`config.mk`:
```
export PLATFORM = sky130hd
export DESIGN_NAME = kbd_scan_encoder
export DESIGN_NICKNAME = d
export VERILOG_FILES = /design/src/rtl/kbd_scan_pkg.sv /design/src/rtl/kbd_code_lut.sv /design/src/rtl/kbd_scan_encoder.sv
export SDC_FILE = /design/constraint.sdc
export NUM_CORES = 1
export LEC_CHECK = 0
export CAP_MARGIN = 20
export CORE_UTILIZATION = 48
export DETAILED_ROUTE_END_ITERATION = 7
export PLACE_DENSITY_LB_ADDON = 0.08
export SLEW_MARGIN = 40
export SYNTH_ARGS = -nofsm -noshare
export SYNTH_HDL_FRONTEND = slang
export SYNTH_SLANG_ARGS = --single-unit
```
`constraint.sdc`:
```
create_clock -name clk -period 2.05 [get_ports clk]
set_clock_uncertainty 0.05 [all_clocks]
set_input_delay 0.41 -clock clk [delete_from_list [all_inputs] [get_ports clk]]
set_output_delay 0.41 -clock clk [all_outputs]
set_load 0.005 [all_outputs]
```
`src/rtl/kbd_scan_pkg.sv`:
```
// Shared constants for the scan-code encoder: set-2 make codes per key,
// break prefix and the encoder FSM state type.
package kbd_scan_pkg;

  localparam logic [7:0] CODE_DO_1    = 8'h16;
  localparam logic [7:0] CODE_RE      = 8'h1E;
  localparam logic [7:0] CODE_MI      = 8'h26;
  localparam logic [7:0] CODE_FA      = 8'h25;
  localparam logic [7:0] CODE_SOL     = 8'h2E;
  localparam logic [7:0] CODE_LA      = 8'h36;
  localparam logic [7:0] CODE_SI      = 8'h3D;
  localparam logic [7:0] CODE_DO_2    = 8'h3E;
  localparam logic [7:0] BREAK_PREFIX = 8'hF0;

  typedef enum logic [1:0] {
    ST_IDLE,
    ST_SEND_F0,
    ST_SEND_CODE,
    ST_GAP
  } state_t;

endpackage

```
`src/rtl/kbd_code_lut.sv`:
```
// Key index to set-2 make code; purely combinational so the key tracker
// can share the same table.
module kbd_code_lut
  import kbd_scan_pkg::*;
(
  input  logic [2:0] idx,
  output logic [7:0] code
);

  always_comb begin
    case (idx)
      3'd0:    code = CODE_DO_1;
      3'd1:    code = CODE_RE;
      3'd2:    code = CODE_MI;
      3'd3:    code = CODE_FA;
      3'd4:    code = CODE_SOL;
      3'd5:    code = CODE_LA;
      3'd6:    code = CODE_SI;
      default: code = CODE_DO_2;
    endcase
  end

endmodule

```
`src/rtl/kbd_scan_encoder.sv`:
```
// Converts a held-key bitmap into a make / F0+code byte stream on a
// valid/ready interface, one key event at a time, lowest key first.
module kbd_scan_encoder
  import kbd_scan_pkg::*;
#(
  parameter int BYTE_GAP = 0
) (
  input  logic       clk,
  input  logic       rst,
  input  logic [7:0] key_state,
  output logic [7:0] out_data,
  output logic       out_valid,
  input  logic       out_ready,
  output logic       pending
);

  localparam int GAP_W = (BYTE_GAP > 1) ? $clog2(BYTE_GAP) : 1;

  state_t             state_q, state_d;
  state_t             after_gap_q, after_gap_d;
  logic [7:0]         sent_q, sent_d;
  logic [2:0]         idx_q, idx_d;
  logic               dir_q, dir_d;
  logic [7:0]         data_q, data_d;
  logic               valid_q, valid_d;
  logic [GAP_W-1:0]   gap_q, gap_d;

  logic [7:0] diff;
  logic [2:0] pick_idx;
  logic [2:0] lut_idx;
  logic [7:0] code;
  logic       accept;

  assign diff    = key_state ^ sent_q;
  assign accept  = valid_q && out_ready;
  assign pending = (state_q != ST_IDLE) || (|diff);

  // Descending scan so the lowest set bit is the last (winning) assignment.
  always_comb begin
    pick_idx = '0;
    for (int i = 7; i >= 0; i--) begin
      if (diff[i]) pick_idx = 3'(i);
    end
  end

  // In IDLE the code is for the key being picked; afterwards for the latched one.
  assign lut_idx = (state_q == ST_IDLE) ? pick_idx : idx_q;

  kbd_code_lut u_code_lut (
    .idx  (lut_idx),
    .code (code)
  );

  always_comb begin
    // NOTE: every output of this block gets a default first, so no path leaves a latch.
    state_d     = state_q;
    after_gap_d = after_gap_q;
    sent_d      = sent_q;
    idx_d       = idx_q;
    dir_d       = dir_q;
    data_d      = data_q;
    valid_d     = valid_q;
    gap_d       = gap_q;

    case (state_q)
      ST_IDLE: begin
        if (|diff) begin
          idx_d   = pick_idx;
          dir_d   = key_state[pick_idx];
          valid_d = 1'b1;
          if (key_state[pick_idx]) begin
            data_d  = code;
            state_d = ST_SEND_CODE;
          end else begin
            data_d  = BREAK_PREFIX;
            state_d = ST_SEND_F0;
          end
        end
      end

      ST_SEND_F0: begin
        if (accept) begin
          if (BYTE_GAP == 0) begin
            data_d  = code;
            state_d = ST_SEND_CODE;
          end else begin
            valid_d     = 1'b0;
            gap_d       = '0;
            after_gap_d = ST_SEND_CODE;
            state_d     = ST_GAP;
          end
        end
      end

      ST_SEND_CODE: begin
        if (accept) begin
          sent_d[idx_q] = dir_q;
          valid_d       = 1'b0;
          if (BYTE_GAP == 0) begin
            state_d = ST_IDLE;
          end else begin
            gap_d       = '0;
            after_gap_d = ST_IDLE;
            state_d     = ST_GAP;
          end
        end
      end

      ST_GAP: begin
        if (gap_q == GAP_W'(BYTE_GAP - 1)) begin
          state_d = after_gap_q;
          if (after_gap_q == ST_SEND_CODE) begin
            data_d  = code;
            valid_d = 1'b1;
          end
        end else begin
          gap_d = gap_q + GAP_W'(1);
        end
      end

      default: state_d = ST_IDLE;
    endcase
  end

  // NOTE: sequential state uses non-blocking assignments only; all decisions live in the always_comb above.
  always_ff @(posedge clk or posedge rst) begin
    if (rst) begin
      state_q     <= ST_IDLE;
      after_gap_q <= ST_IDLE;
      sent_q      <= '0;
      idx_q       <= '0;
      dir_q       <= 1'b0;
      data_q      <= 8'h00;
      valid_q     <= 1'b0;
      gap_q       <= '0;
    end else begin
      state_q     <= state_d;
      after_gap_q <= after_gap_d;
      sent_q      <= sent_d;
      idx_q       <= idx_d;
      dir_q       <= dir_d;
      data_q      <= data_d;
      valid_q     <= valid_d;
      gap_q       <= gap_d;
    end
  end

  assign out_data  = data_q;
  assign out_valid = valid_q;

endmodule
```
==> results of run 1 <==
==> timing repair <==
action	4_1_cts	5_1_grt
hold endpoints to repair	0	0
buffers inserted	8	3
pin swaps	7	10
setup endpoints to repair	12	11
resized for setup	29	15
==> state kept, by name, summed over array words and instances (netlist names) <==
register   cells
dir_q          1
gap_q          1
idx_q          3
out_data       7
out_valid      1
sent_q         8
state_q        2
==> stage by stage <==
stage	TNS (ns)	util, %
global route	-2.60	79.9
CTS	-1.81	76.1
detailed placement	-7.82	69.3
finish	-1.99	79.9
floorplan	0	-
global placement	-7.24	69.3
==> cell families after synthesis <==
group | after synthesis | share of synthesized area [%]
AOI/OAI and AO/OA | 33 | 17.3
adders and majority gates | 1 | 0.680
xor gates and xnor gates | 13 | 8.25
buffers and inverters | 10 | 3.91
DFF | 23 | 39.1
muxes | 8 | 6.38
and+or+nand+nor | 65 | 24.3
==> how the worst min path moves through the flow <==
stage	startpoint	endpoint	slack, ns	depth (start not counted)
3_5_place_dp	gap_q	gap_q	0.43	1
2_1_floorplan	rst	dir_q	0.36	1
6_report	rst	out_valid	0.36	3
3_3_place_gp	gap_q	gap_q	0.41	1
4_1_cts	rst	dir_q	0.37	3
5_1_grt	rst	out_valid	0.42	3
==> area by class of cell <==
cell class | count | area (µm²)
well taps | 31 | 38.8
clock buffers | 3 | 22.5
flip-flops and latches | 23 | 577
multi-input cells | 120 | 1060
clock inverters | 1 | 5.00
repair buffers | 65 | 542
inverters | 4 | 15.0
fillers | 174 | 568
==> critical path: stages, from the launching register on <==
cell and delay, ns:
dfrtp_1 0.43, xor2_2 0.19, buf_4 0.15, a211o_4 0.35
a221oi_4 0.32, a311oi_4 0.09, or4_4 0.59, nand2_2 0.08
==> routing by layer <==
metal,up-vias,part of all wire [%],global-route usage (%)
li1,665,-,-
met2,55,48,45.7
met1,716,44,34.9
met5,-,0,0
met3,8,5.5,3.63
met4,0,2.3,9.06
==> placed cells by master (no fill, tap or decap), types with 3 or more instances in the layout <==
cell / instances
nand2_1: 20
mux2_2: 7
clkbuf_4: 3
nand2_2: 4
xor2_2: 3
a21oi_1: 7
buf_4: 43
dfrtp_1: 22
xnor2_1: 4
nand3b_1: 3
o21ai_0: 4
inv_1: 4
nor3_1: 4
nor2_1: 9
xor2_1: 3
clkdlybuf4s50_1: 13
dlygate4sd2_1: 6
==> power groups by stage <==
| stage | logic, mW | registers, mW | clock network [mW] |
|---|---|---|---|
| after floorplan | 1.07 | 0.769 | 0 |
| after global placement | 1.68 | 0.843 | 0 |
| after detailed placement | 1.73 | 0.860 | 0 |
| after CTS | 1.97 | 0.863 | 0.220 |
| after global routing | 2.37 | 0.887 | 0.236 |
| final | 2.23 | 0.862 | 0.214 |
==> summary.md, run 1 <==
| Metric | Value |
|---|---|
| CTS max path bufs | `2` |
| P_leak | `0.984 nW` |
| Critical path type | `reg -> reg` |
| Antenna-violating nets left | `0` |
| Comb power frac | `67.5%` |
| Clock transition at the registers of the reported paths | `0.13 ns` |
| Initial DRC count | `102` |
| Share of the synthesized area in the top cell type | `39.1%` |
| Vias | `1444` |
| Fraction of layout cells with a size suffix above 1 | `44.0%` |
| Clock power frac | `6.5%` |
| # IOs | `21` |
| First-pass GRT wire length | `6640 µm` |
| Final hold slack | `0.363 ns` |
| Launching element type of the critical path | `flop` |
| Distinct cell type count of the synthesized netlist | `52` |
| Relative slew slack | `70.1%` |
| Placement row count | `19` |
| Fin worst setup slack | `-0.266 ns` |
| FF-to-FF End | `dir_q` |
| DRC | `1` |
| Fin crit share | `113%` |
| Die Width | `57.4 µm` |
| Worst path required time | `2.26 ns` |
| Element type at the critical path end | `flop` |
| Core area | `2830 µm²` |
| TritonCTS clock tree | `yes` |
| Total grt overflow | `0` |
| Min-Delay Path Class | `in -> async` |
| Final Hold Fails | `0` |
| CTS Buf Count | `3` |
| R2R Setup Slk | `-0.27 ns` |
| Yosys top cell by area | `dfrtp_1` |
| Register area share after synthesis | `39.1%` |
| Mapped Nets | `164` |
| Syn Area/Cell | `9.62 µm²` |
| RSZ-0062 raised after global routing | `yes` |
| CP arrival | `2.53 ns` |
| Syn Inst Count | `153` |
| Layout area overhead | `53.7%` |
| Post-CTS Hold Buffers | `0` |
| Gr usage total | `26.8%` |
| Final Non-Filler Cells | `247` |
| Post-synth EDFFs | `0` |
| Vias in the first global route | `1398` |
| Nets | `228` |
| Flops & latches, synth | `23` |
| Most common cell in the netlist | `nand2_1` |
| IO Port Bufs | `20` |
| Power Total | `3.31 mW` |
| Initial antenna violation count | `0` |
| Reg2reg path depth | `7` |
| Yosys warnings | `0` |
| Ys flop type | `dfrtp_1` |
| Final min period | `2.32 ns` |
| Pint | `1.89 mW` |
| Sw power | `1.42 mW` |
| RR Startpoint | `sent_q[5]` |
| Drt wl/cell | `17.3 µm` |
| P per Cell Area | `1460 nW/µm²` |
| Vias/cell | `5.85` |
| ANT cells | `0` |
| Synth top area cells | `dfrtp_1 39%, nand2_1 6.1%, mux2_2 5.4%` |
| Status | `finished, violations left` |
| CP max FO | `4` |
| Sink Count | `23` |
| Worst-margin pin slew | `0.447 ns` |
| Failing checks | `design-rule violations, negative setup slack` |
| Setup violation total in the final timing report | `11` |
| Starting Density | `52.0%` |
| Crit. Startpoint | `sent_q[5]` |
| Post-synth top cells | `24 x nand2_1, 23 x dfrtp_1, 10 x a21oi_1, 10 x nor2_1` |
| Chip Height | `57.4 µm` |
| Placer congestion estimate | `0.872` |
| Sequential share of power | `26.1%` |
| Max_cap viols | `0` |
| Ys async rst share | `100%` |
| Slew Limit Fails | `0` |
| Worst-Skew Late Latency | `0.31 ns` |
| Pre-antenna DRT Iters | `6` |
| Syn Std Cell Area | `1470 µm²` |
| Final instance area | `2260 µm²` |
| Final WL | `4280 µm` |
| Fmax | `432 MHz` |
| Dpl hpwl | `2770 µm` |
| Max VDD drop | `0.000784 V` |
| Largest net degree at the start of global routing | `24` |
| Cells after DPL | `233` |
| Placed cell areas | `1960 µm²` |
| CP Capture Point | `dir_q` |
| CTS root buf | `clkbuf_4` |
| Die area | `3290 µm²` |
| H-tree levels | `1` |
| Pre-CTS setup slack | `-0.689 ns` |
| Sw Ratio | `42.9%` |
No activity file was read; power rests on OpenSTA's default activity.
==> run 2, diff against run 1 <==
- CORE_UTILIZATION: 48 -> 49
- SYNTH_HIERARCHICAL: unset -> 1
==> summary.md, run 2 <==
| Metric | Value |
|---|---|
| Final min period | `2.23 ns (was 2.32 ns)` |
| Post-synth EDFFs | `0 (unchanged)` |
| DRC | `1 (unchanged)` |
| CTS root buf | `clkbuf_4 (unchanged)` |
| Post-synth top cells | `24 x dfrtp_1, 16 x nand2_1, 11 x nand3_1 (was 24 x nand2_1, 23 x dfrtp_1, 10 x a21oi_1, 10 x nor2_1)` |
| Gr usage total | `26.2% (was 26.8%)` |
| Compound-cell area share of the yosys netlist | `13.3% (was 17.3%)` |
| Fmax | `449 MHz (was 432 MHz)` |
| Starting Density | `53.1% (was 52.0%)` |
| RR Startpoint | `sent_q[3] (was sent_q[5])` |
| Slew Limit Fails | `0 (unchanged)` |
| Total grt overflow | `0 (unchanged)` |
| Antenna-violating nets left | `0 (unchanged)` |
| Clock transition at the registers of the reported paths | `0.13 ns (about the same)` |
| Crit. Startpoint | `sent_q[3] (was sent_q[5])` |
| CTS Buf Count | `3 (unchanged)` |
| Flops & latches, synth | `24 (was 23)` |
| Power Total | `3.18 mW (was 3.31 mW)` |
| Min-Delay Path Class | `in -> async (unchanged)` |
| Post-synthesis adder-cell area fraction | `0.661% (was 0.680%)` |
| Most common cell in the netlist | `dfrtp_1 (was nand2_1)` |
| # IOs | `21 (unchanged)` |
| Placement row count | `19 (unchanged)` |
| Vias | `1477 (was 1444)` |
| Most used cell, CP | `buf_6` |
| P per Cell Area | `1420 nW/µm² (was 1460 nW/µm²)` |
| Sink Count | `24 (was 23)` |
| CTS max path bufs | `2 (unchanged)` |
| Leading cell type in the layout, fill and taps excluded | `buf_4 (unchanged)` |
| H-tree levels | `1 (unchanged)` |
| Core area | `2850 µm² (was 2830 µm²)` |
| FF-to-FF End | `out_data[0] (was dir_q)` |
| Yosys top cell by area | `dfrtp_1 (unchanged)` |
| Element type at the critical path end | `flop (unchanged)` |
| First-pass GRT wire length | `6510 µm (was 6640 µm)` |
| Final hold slack | `0.376 ns (was 0.363 ns)` |
| Distinct cell type count of the synthesized netlist | `41 (was 52)` |
| Die area | `3320 µm² (was 3290 µm²)` |
| Dpl hpwl | `2800 µm (was 2770 µm)` |
| Setup violation total in the final timing report | `11 (unchanged)` |
| Initial DRC count | `73 (was 102)` |
| Synth top area cells | `dfrtp_1 40%, mux2i_1 5.9%, mux2_2 5.9% (was dfrtp_1 39%, nand2_1 6.1%, mux2_2 5.4%)` |
| Simple-gate portion of the synthesized area | `22.2% (was 24.3%)` |
| Die Width | `57.6 µm (was 57.4 µm)` |
| ANT cells | `0 (unchanged)` |
| Yosys warnings | `6 (was 0)` |
| Critical path type | `reg -> reg (unchanged)` |
| CP max FO | `5 (was 4)` |
| Final Hold Fails | `0 (unchanged)` |
| Share of the synthesized area in the top cell type | `39.6% (was 39.1%)` |
| Nets | `234 (was 228)` |
| IO Port Bufs | `20 (unchanged)` |
| Vias in the first global route | `1423 (was 1398)` |
| Worst-Skew Late Latency | `0.32 ns (was 0.31 ns)` |
| Mux share of post-synthesis cell area | `11.9% (was 6.38%)` |
| Fin crit share | `109% (was 113%)` |
| Final WL | `4250 µm (was 4280 µm)` |
| Status | `finished, violations left (unchanged)` |
| Critical path, cell by cell | `xnor2_2, buf_6, o211a_4, buf_6, nor3_2, or4_4, a21oi_4, nor3_1 (was xor2_2, buf_4, a211o_4, a221oi_4, a311oi_4, or4_4, nand2_2)` |
| R2R Setup Slk | `-0.18 ns (was -0.27 ns)` |
| CP arrival | `2.39 ns (was 2.53 ns)` |
| Max VDD drop | `0.000796 V (was 0.000784 V)` |
| Vias/cell | `5.84 (was 5.85)` |
| Number of fill cells | `188 (was 174)` |
| Pre-CTS setup slack | `-0.751 ns (was -0.689 ns)` |
| RSZ-0062 raised after global routing | `yes (unchanged)` |
| TritonCTS clock tree | `yes (unchanged)` |
| Failing checks | `design-rule violations, negative setup slack (unchanged)` |
| Syn Inst Count | `164 (was 153)` |
| Register area share after synthesis | `39.6% (was 39.1%)` |
| Ys flop type | `dfrtp_1 (unchanged)` |
| Largest family of logic cells by synthesized area | `simple AND/OR/NAND/NOR gates (unchanged)` |
| Chip Height | `57.6 µm (was 57.4 µm)` |
| Syn Std Cell Area | `1520 µm² (was 1470 µm²)` |
| Worst path required time | `2.21 ns (was 2.26 ns)` |
| Syn Area/Cell | `9.24 µm² (was 9.62 µm²)` |
| Ys async rst share | `100% (unchanged)` |
| Drt wl/cell | `16.8 µm (was 17.3 µm)` |
| Initial antenna violation count | `0 (unchanged)` |
| Reg2reg path depth | `8 (was 7)` |
| Most frequent cells in the layout | `36 x buf_4, 21 x dfrtp_1, 16 x nand2_1, 11 x nand3_1, 11 x clkdlybuf4s50_1 (was 43 x buf_4, 22 x dfrtp_1, 20 x nand2_1, 13 x clkdlybuf4s50_1, 9 x nor2_1)` |
| Launching element type of the critical path | `flop (unchanged)` |
| Post-Synth XOR/XNOR Area | `8.01% (was 8.25%)` |
| Fraction of layout cells with a size suffix above 1 | `36.9% (was 44.0%)` |
| Pre-antenna DRT Iters | `6 (unchanged)` |
| Critical Path Max Stage Delay | `0.56 ns (was 0.59 ns)` |
| Largest net degree at the start of global routing | `25 (was 24)` |
| Placer congestion estimate | `0.870 (was 0.872)` |
| Layout area overhead | `47.8% (was 53.7%)` |
| Crit-path slowest cell | `or4_4 (unchanged)` |
| P_leak | `1.03 nW (was 0.984 nW)` |
| CP Capture Point | `out_data[0] (was dir_q)` |
| Max_cap viols | `0 (unchanged)` |
| Total negative slack | `-1.53 ns (was -1.99 ns)` |
| Fin worst setup slack | `-0.179 ns (was -0.266 ns)` |
run 2: changes by cell type after synthesis, sizes merged, moves of 3 or more:
cell	delta
nand2	-9
a21oi	-5
a21o	+4
nand3	+9
mux2i	+9
nor3	+3
o21ai	+3
run 2: layout make-up:
type                            instances  area, µm²  area share [%]
Inverter                                4       15.0           0.670
Timing Repair Buffer                   61        520            23.2
Tap cell                               31       38.8            1.73
Sequential cell                        24        604            27.0
Multi-Input combinational cell        129       1020            45.8
Clock buffer                            4       36.3            1.62
run 2: report_power, final:
group          switching [mW]  internal [mW]
registers               0.238          0.667
clock network           0.137          0.109
logic                   0.916           1.11
total                    1.29           1.88
run 2: logic make-up after synthesis:
| kind of cell | after synthesis |
|---|---|
| muxes | 17 |
| adders and majority gates | 1 |
| other | 2 |
| buffers and inverters | 12 |
| and+or+nand+nor | 65 |
| AOI/OAI and AO/OA | 30 |
| DFF | 24 |
| xor gates and xnor gates | 13 |
run 2: routing by layer:
layer	global-route usage, %	vias up	wire length [µm]
met5	0	-	0
met4	9.41	0	140
met3	4.46	16	195
met2	43.7	51	2090
met1	34.6	713	1820
li1	-	697	-
run 2: repair_timing:
item / CTS / global route
cloned: 0 / 0
resized for setup: 27 / 12
hold buffers: 0 / 0
setup endpoints to repair: 12 / 12
buffers inserted: 11 / 4
pin swaps: 16 / 15
run 2: critical path, delay by kind of cell (launching register included):
family	cells	cell delay (ns)
AO/OA/AOI/OAI	2	0.44
AND/OR/NAND/NOR	3	0.69
flip-flops	1	0.48
XOR/XNOR	1	0.22
buffers and inverters	2	0.25
run 2: worst min path at each step:
| stage | to | start | cells after the start |
|---|---|---|---|
| floorplan | dir_q | rst | 1 |
| global placement | gap_q | gap_q | 1 |
| detailed placement | gap_q | gap_q | 1 |
| CTS | dir_q | rst | 3 |
| global route | dir_q | rst | 3 |
| finish | dir_q | rst | 3 |
run 2: through the flow:
stage	instance area, µm²	utilization [%]	instances
after global placement	1930	67.8	234
after CTS	2140	74.9	249
after detailed placement	1940	68.1	234
final	2240	78.5	253
after floorplan	1540	-	165
after global routing	2240	78.5	253
